`src/rtl/uart_rx_deserializer.sv`:
```
// 8N1 UART receiver: two-flop input synchronizer, mid-bit sampling FSM and a
// single-entry valid/ready output buffer with framing-error and overrun pulses.
module uart_rx_deserializer #(
  parameter int unsigned CLKS_PER_BIT = 16,
  parameter int unsigned DATA_WIDTH   = 8
) (
  input  logic                  clk,
  input  logic                  rst_n,
  input  logic                  rxd,
  output logic [DATA_WIDTH-1:0] data,
  output logic                  data_valid,
  input  logic                  data_ready,
  output logic                  frame_err,
  output logic                  overrun
);

  localparam int unsigned HALF  = CLKS_PER_BIT / 2;
  localparam int unsigned CNT_W = $clog2(CLKS_PER_BIT);
  localparam int unsigned IDX_W = (DATA_WIDTH > 1) ? $clog2(DATA_WIDTH) : 1;

  typedef enum logic [2:0] {IDLE, START, DATA, STOP, BREAK} stateT;

  logic                  rxdMeta;
  logic                  rxdSync;
  stateT                 state;
  stateT                 nextState;
  logic [CNT_W-1:0]      cnt;
  logic [CNT_W-1:0]      cntNext;
  logic [IDX_W-1:0]      bitIdx;
  logic [IDX_W-1:0]      bitIdxNext;
  logic [DATA_WIDTH-1:0] shiftReg;
  logic [DATA_WIDTH-1:0] shiftNext;
  logic                  sampleHalf;
  logic                  sampleFull;
  logic                  lastBit;
  logic                  byteDoneC;
  logic                  frameErrC;

  assign sampleHalf = (cnt == CNT_W'(HALF - 1));
  assign sampleFull = (cnt == CNT_W'(CLKS_PER_BIT - 1));
  assign lastBit    = (bitIdx == IDX_W'(DATA_WIDTH - 1));

  // Synchronizer resets to the idle line level so reset release never looks like a start bit.
  always_ff @(posedge clk or negedge rst_n) begin
    if (!rst_n) begin
      rxdMeta <= 1'b1;
      rxdSync <= 1'b1;
    end else begin
      rxdMeta <= rxd;
      rxdSync <= rxdMeta;
    end
  end

  always_ff @(posedge clk or negedge rst_n) begin
    if (!rst_n) state <= IDLE;
    else        state <= nextState;
  end

  always_comb begin
    nextState = state;
    case (state)
      IDLE:    if (!rxdSync)   nextState = START;
      START:   if (sampleHalf) nextState = rxdSync ? IDLE : DATA;
      DATA:    if (sampleFull && lastBit) nextState = STOP;
      STOP:    if (sampleFull) nextState = rxdSync ? IDLE : BREAK;
      BREAK:   if (rxdSync)    nextState = IDLE;
      default: nextState = IDLE;
    endcase
  end

  // Every state change coincides with a sample or an idle/break exit, so zeroing cnt there covers both.
  always_comb begin
    cntNext    = cnt + CNT_W'(1);
    bitIdxNext = bitIdx;
    shiftNext  = shiftReg;
    byteDoneC  = 1'b0;
    frameErrC  = 1'b0;
    case (state)
      IDLE, BREAK: cntNext = '0;
      START: begin
        if (sampleHalf) begin
          cntNext    = '0;
          bitIdxNext = '0;
        end
      end
      DATA: begin
        if (sampleFull) begin
          cntNext           = '0;
          shiftNext[bitIdx] = rxdSync;
          bitIdxNext        = bitIdx + IDX_W'(1);
        end
      end
      STOP: begin
        if (sampleFull) begin
          cntNext   = '0;
          byteDoneC = rxdSync;
          frameErrC = !rxdSync;
        end
      end
      default: cntNext = '0;
    endcase
  end

  always_ff @(posedge clk or negedge rst_n) begin
    if (!rst_n) begin
      cnt      <= '0;
      bitIdx   <= '0;
      shiftReg <= '0;
    end else begin
      cnt      <= cntNext;
      bitIdx   <= bitIdxNext;
      shiftReg <= shiftNext;
    end
  end

  // Single-entry buffer: a completion may refill it in the same cycle it is consumed.
  always_ff @(posedge clk or negedge rst_n) begin
    if (!rst_n) begin
      data       <= '0;
      data_valid <= 1'b0;
      frame_err  <= 1'b0;
      overrun    <= 1'b0;
    end else begin
      frame_err <= frameErrC;
      overrun   <= byteDoneC && data_valid && !data_ready;
      if (byteDoneC && (!data_valid || data_ready)) begin
        data       <= shiftReg;
        data_valid <= 1'b1;
      end else if (data_valid && data_ready) begin
        data_valid <= 1'b0;
      end
    end
  end

endmodule

```
`config.mk`:
```
export PLATFORM = sky130hd
export DESIGN_NAME = uart_rx_deserializer
export DESIGN_NICKNAME = d
export VERILOG_FILES = /design/src/rtl/uart_rx_deserializer.sv
export SDC_FILE = /design/constraint.sdc
export NUM_CORES = 1
export LEC_CHECK = 0
export CAP_MARGIN = 5
export CORE_MARGIN = 1
export CORE_UTILIZATION = 35
export CTS_CLUSTER_DIAMETER = 60
export CTS_CLUSTER_SIZE = 28
export DETAILED_ROUTE_END_ITERATION = 8
export RECOVER_POWER = 25
export SLEW_MARGIN = 30
export SYNTH_ARGS = -nofsm -noshare
export SYNTH_HDL_FRONTEND = slang
export SYNTH_SLANG_ARGS = --single-unit
```
`constraint.sdc`:
```
create_clock -name clk -period 1.73 [get_ports clk]
set_clock_uncertainty 0.05 [all_clocks]
set_input_delay 0.519 -clock clk [delete_from_list [all_inputs] [get_ports clk]]
set_output_delay 0.519 -clock clk [all_outputs]
set_load 0.03 [all_outputs]
```
==> metrics, run 1 <==
Synthesized Nets 127; WL met1 1.13 mm; crit end category flop; multi-input gate area in the final layout 679 um^2; Final Critical Period 1.73 ns; RSZ-0062 raised after global routing true; CTS tree built; H-tree depth 2; row cnt 23; CP max FO 5; CTS max path bufs 2; top routing layer used met4; drt initial violations 18; GRT overflow 0; Setup-failing EPs final 2; Reg2Reg Depth 4; slack of the worst reg-to-reg path -0.002 ns; PwrDens 1000 nW/um^2; yosys warns 0; max cap viols 0; area delta synth->final 27.8%; fin util 46.6%; fraction of layout cells with a size suffix above 1 36.1%; register area share after synthesis 53.8%; CTS sink cnt 31; Skew-Pair Late Insertion Delay 0.27 ns; placed wire-length estimate 1.86 mm; post-route ant nets 0; full die area 4400 um^2; vias in the first global route 985; Sequential cell area 779 um^2; synthesized area per cell 12.1 um^2; GPL Wtd Cong 0.741; total track usage 14.0%; WL final 2.58 mm; commonest non-fill, non-tap cell in the layout dfrtp_1; crit path DAT 1.84 ns; wire length per cell 13.1 um; FF+latch count, synth 31; failing checks setup timing; Achievable Freq 0.577 GHz; Worst-path clk slew 0.06 ns; Via Count 977; number of CTS-inserted buffers 5; Ports 15; WL met2 1.33 mm; first-pass GRT wire length 4.42 mm; Slew Viols, Final 0; Slew HR 50.8%; hold_buf cts 0; port buffer count 14; hold slack 0.308 ns; Inserted Diodes 0; R2R Path Start state[0]; reg2reg end bitIdx[1]; required time of the critical path 1.84 ns; highest-count cells in the layout ignoring fill and taps dfrtp_1, mux2_2, dlygate4sd2_1, buf_4, nor2_1; kind of critical path reg -> reg; Hold/Removal Path Class reg -> reg; # nets final 154; detailed-router iteration count before antenna repair 4; final setup margin -0.00162 ns; met3 WL post-DR 82 um; drt drc 0; Synth Instances 120; Initial Util 36.5%; Critical Path End bitIdx[1]; core area 3970 um^2; worst setup path start state[0]; initial antenna violation count 0; DR vias/cell 4.96; VDD IR max 0.000381 V; Synth Cell Area 1450 um^2; actual slew at the worst max-slew pin 0.738 ns; run status complete, but fails checks; Final Hold Viols 0; Yosys cell types 34; Die W 66.3 um; Leak Pwr 0.887 nW; FILL cells 365; largest net degree at the start of global routing 32; Startpoint Class flop; final worst-path cycle share 100%; Root Buffer clkbuf_8; Die Span Y 66.3 um
[power breakdown]
group	switching, mW	internal [mW]
sequential	0.0773	0.789
clock	0.235	0.311
combinational	0.216	0.231
[per-layer routing]
layer / global-route usage, % / up-vias
li1: - / 472
met1: 16.7 / 486
met2: 22.3 / 15
met3: 3.62 / 4
met4: 8.78 / 0
met5: 0 / -
[state kept, by name (all words and copies together), names as in the netlist]
name and cells:
overrun 1, shiftReg 8, cnt 4, bitIdx 3, frame_err 1, data 8
rxdMeta 1, state 3, rxdSync 1, data_valid 1
[worst max-delay path, stage by stage (launching register included)]
cell and delay [ns]:
dfrtp_2 0.41, buf_6 0.12, or3b_4 0.39, a211oi_4 0.33, mux2_4 0.33
[area by class of cell]
class,instances,area share [%]
Clock buffer,6,4.46
Clock inverter,1,0.270
Inverter,3,0.609
Multi-Input combinational cell,80,36.7
Sequential cell,31,42.1
Tap cell,50,3.38
Timing Repair Buffer,26,12.4
[cell usage after synthesis (all sizes together)]
| cell | count | area, um^2 |
|---|---|---|
| inv | 3 | 11.3 |
| xor2 | 1 | 8.76 |
| or3b | 2 | 17.5 |
| nand4b | 2 | 32.5 |
| nand3 | 3 | 15.0 |
| buf | 3 | 15.0 |
| dfrtp | 29 | 726 |
| nor4 | 2 | 18.8 |
| a22oi | 1 | 7.51 |
| and2 | 1 | 6.26 |
| nand2b | 4 | 25.0 |
| mux2i | 2 | 20.0 |
| dfstp | 2 | 52.6 |
| xnor2 | 1 | 8.76 |
| o21ai | 3 | 15.0 |
| a21oi | 1 | 5.00 |
| a211oi | 1 | 12.5 |
| or2 | 3 | 18.8 |
| o21a | 1 | 7.51 |
| nand2 | 5 | 18.8 |
| nor2b | 2 | 12.5 |
| nor2 | 8 | 30.0 |
| nor3 | 9 | 45.0 |
| nand3b | 3 | 22.5 |
| ha | 3 | 37.5 |
| clkbuf | 3 | 12.5 |
| mux2 | 18 | 203 |
| nor3b | 2 | 26.3 |
| o31ai | 1 | 7.51 |
| a22o | 1 | 8.76 |
[worst min path at each step]
stage | from | endpoint | slack, ns | cells past startpoint
5_1_grt | rxdMeta | rxdSync | 0.32 | 0
3_3_place_gp | rxdMeta | rxdSync | 0.30 | 0
6_report | rxdMeta | rxdSync | 0.31 | 0
3_5_place_dp | rxdMeta | rxdSync | 0.30 | 0
2_1_floorplan | rst_n | bitIdx[0] | 0.17 | 0
4_1_cts | rxdMeta | rxdSync | 0.31 | 0
[cells by family (layout without fill, tap and decap cells)]
kind of cell | count (synthesis) | in the layout | synth area share, %
adders and majority gates | 3 | 3 | 2.59
xor gates and xnor gates | 2 | 2 | 1.21
DFF | 31 | 31 | 53.8
and+or+nand+nor | 46 | 46 | 20.0
buffers and inverters | 9 | 36 | 2.68
muxes | 20 | 20 | 15.4
AOI/OAI and AO/OA | 9 | 9 | 4.41
[per-stage QoR]
step | cells | power, mW | cell area (um^2) | worst slack [ns] | setup TNS [ns]
floorplan | 120 | 1.13 | 1450 | 0.0207 | 0
global placement | 189 | 1.27 | 1730 | -0.263 | -2.10
detailed placement | 189 | 1.29 | 1730 | -0.283 | -2.23
CTS | 196 | 1.85 | 1800 | -0.0127 | -0.0224
global route | 197 | 1.98 | 1850 | -0.0653 | -0.137
finish | 197 | 1.86 | 1850 | -0.00162 | -0.00184
[repair_timing]
item	4_1_cts	5_1_grt
endpoints found under the hold margin	0	0
setup endpoints to repair	13	14
resized for setup	11	12
buffers inserted	0	1
pin swaps	0	2
Power figures use the tool's default switching activity.
==> run 2: changes to the inputs <==
==> constraint.sdc (replaced) <==
create_clock -name clk -period 1.73 [get_ports clk]
set_clock_uncertainty 0.05 [all_clocks]
set_input_delay 0.173 -clock clk [delete_from_list [all_inputs] [get_ports clk]]
set_output_delay 0.173 -clock clk [all_outputs]
set_load 0.03 [all_outputs]
==> metrics, run 2 (synthesized netlist as in run 1, its figures left out) <==
Startpoint Class flop; Worst-path clk slew 0.07 ns; H-tree depth 2; Root Buffer clkbuf_8; reg2reg end bitIdx[1]; internal power 1.49 mW; FILL cells 371; commonest non-fill, non-tap cell in the layout dfrtp_1; drt initial violations 59; # nets final 156; clock power share 35.6%; R2R Path Start state[0]; CTS max path bufs 2; Ports 15; WL final 2.72 mm; failing checks setup timing; CP max FO 5; max cap viols 0; run status complete, but fails checks; met1 usage 18.0%; hold_buf cts 0; port buffer count 14; slack of the worst reg-to-reg path -0.07 ns; VDD IR max 0.000521 V; largest registers data x8, shiftReg x8, cnt x4; Critical Path End bitIdx[1]; Reg power frac 42.5%; Sw Share 27.4%; detailed-router iteration count before antenna repair 4; Achievable Freq 0.557 GHz; wire length per cell 13.6 um; Final Critical Period 1.80 ns; Inserted Diodes 0; DP Cell Count 189; Slew Viols, Final 0; hold slack 0.306 ns; Setup-failing EPs final 2; full die area 4400 um^2; GPL Wtd Cong 0.757; crit end category flop; row cnt 23; kind of critical path reg -> reg; initial antenna violation count 0; Die Span Y 66.3 um; area delta synth->final 30.4%; drt drc 0; required time of the critical path 1.85 ns; Hold/Removal Path Class reg -> reg; vias in the first global route 1001; placed wire-length estimate 1.80 mm; core area 3970 um^2; highest-count cells in the layout ignoring fill and taps dfrtp_1, mux2_2, clkdlybuf4s50_1, buf_4; logic gate share of total power 21.9%; actual slew at the worst max-slew pin 0.741 ns; Slew HR 50.6%; worst setup path start state[0]; Net Switching 562 uW; first-pass GRT wire length 4.55 mm; met3 usage 7.24%; RSZ-0062 raised after global routing true; GR peak layer met2; final worst-path cycle share 104%; fraction of layout cells with a size suffix above 1 36.0%; crit path DAT 1.91 ns; CTS tree built; Finished Layout Cells 200; Initial Util 36.5%; Final Hold Viols 0; total track usage 14.6%; Die W 66.3 um; Via Count 971; CTS sink cnt 31; GRT overflow 0; largest net degree at the start of global routing 32; global routing met2 resource utilization 21.7%; Skew-Pair Late Insertion Delay 0.28 ns; Leak Pwr 0.853 nW; DR vias/cell 4.86; PwrDens 1090 nW/um^2; number of CTS-inserted buffers 5; post-route ant nets 0; final setup margin -0.0654 ns; Reg2Reg Depth 4
==> run 2: metal layers <==
layer	wire (um)	vias to the layer above
met4	44	0
met5	0	-
li1	-	481
met2	1250	17
met3	120	6
met1	1300	467
==> run 2: final cells by class <==
class / instances / area, um^2 / area share (%)
Multi-Input combinational cell: 80 / 658 / 34.9
Clock inverter: 2 / 35.0 / 1.86
Sequential cell: 31 / 779 / 41.3
Clock buffer: 6 / 82.6 / 4.37
Tap cell: 50 / 62.6 / 3.31
Timing Repair Buffer: 28 / 259 / 13.7
Inverter: 3 / 11.3 / 0.596
==> run 2: worst min path at each step <==
stage                endpoint  cells after the start  slack, ns    start
floorplan           bitIdx[0]                      0      -0.17    rst_n
detailed placement    rxdSync                      0       0.30  rxdMeta
global placement      rxdSync                      0       0.30  rxdMeta
global route          rxdSync                      0       0.32  rxdMeta
CTS                   rxdMeta                      1       0.24      rxd
finish                rxdSync                      0       0.31  rxdMeta
==> run 2: what timing repair did <==
item                       CTS  global route
setup endpoints to repair    0            14
setup buffers                0             3
gates resized for setup      0             9
==> run 2: through the flow <==
step	cell area (um^2)	worst slack [ns]	util [%]	power, mW	setup TNS (ns)
floorplan	1450	0.0207	-	1.13	0
global placement	1720	0.0282	43.3	1.27	0
detailed placement	1720	0.0149	43.3	1.28	0
CTS	1840	0.00729	46.2	2.02	0
global route	1890	-0.0996	47.5	2.17	-0.227
finish	1890	-0.0654	47.5	2.05	-0.130
==> run 2: critical path, cell delays in order, from the launching register on <==
cell and delay (ns):
dfrtp_1 0.44, buf_6 0.13, or3b_4 0.38, a211oi_4 0.34, mux2_4 0.33
==> run 2: power by group through the flow <==
stage	Sequential (mW)	Clock, mW	Combinational [mW]
after floorplan	0.838	0	0.289
after global placement	0.871	0	0.398
after detailed placement	0.873	0	0.406
after CTS	0.861	0.750	0.411
after global routing	0.882	0.791	0.502
final	0.874	0.731	0.449
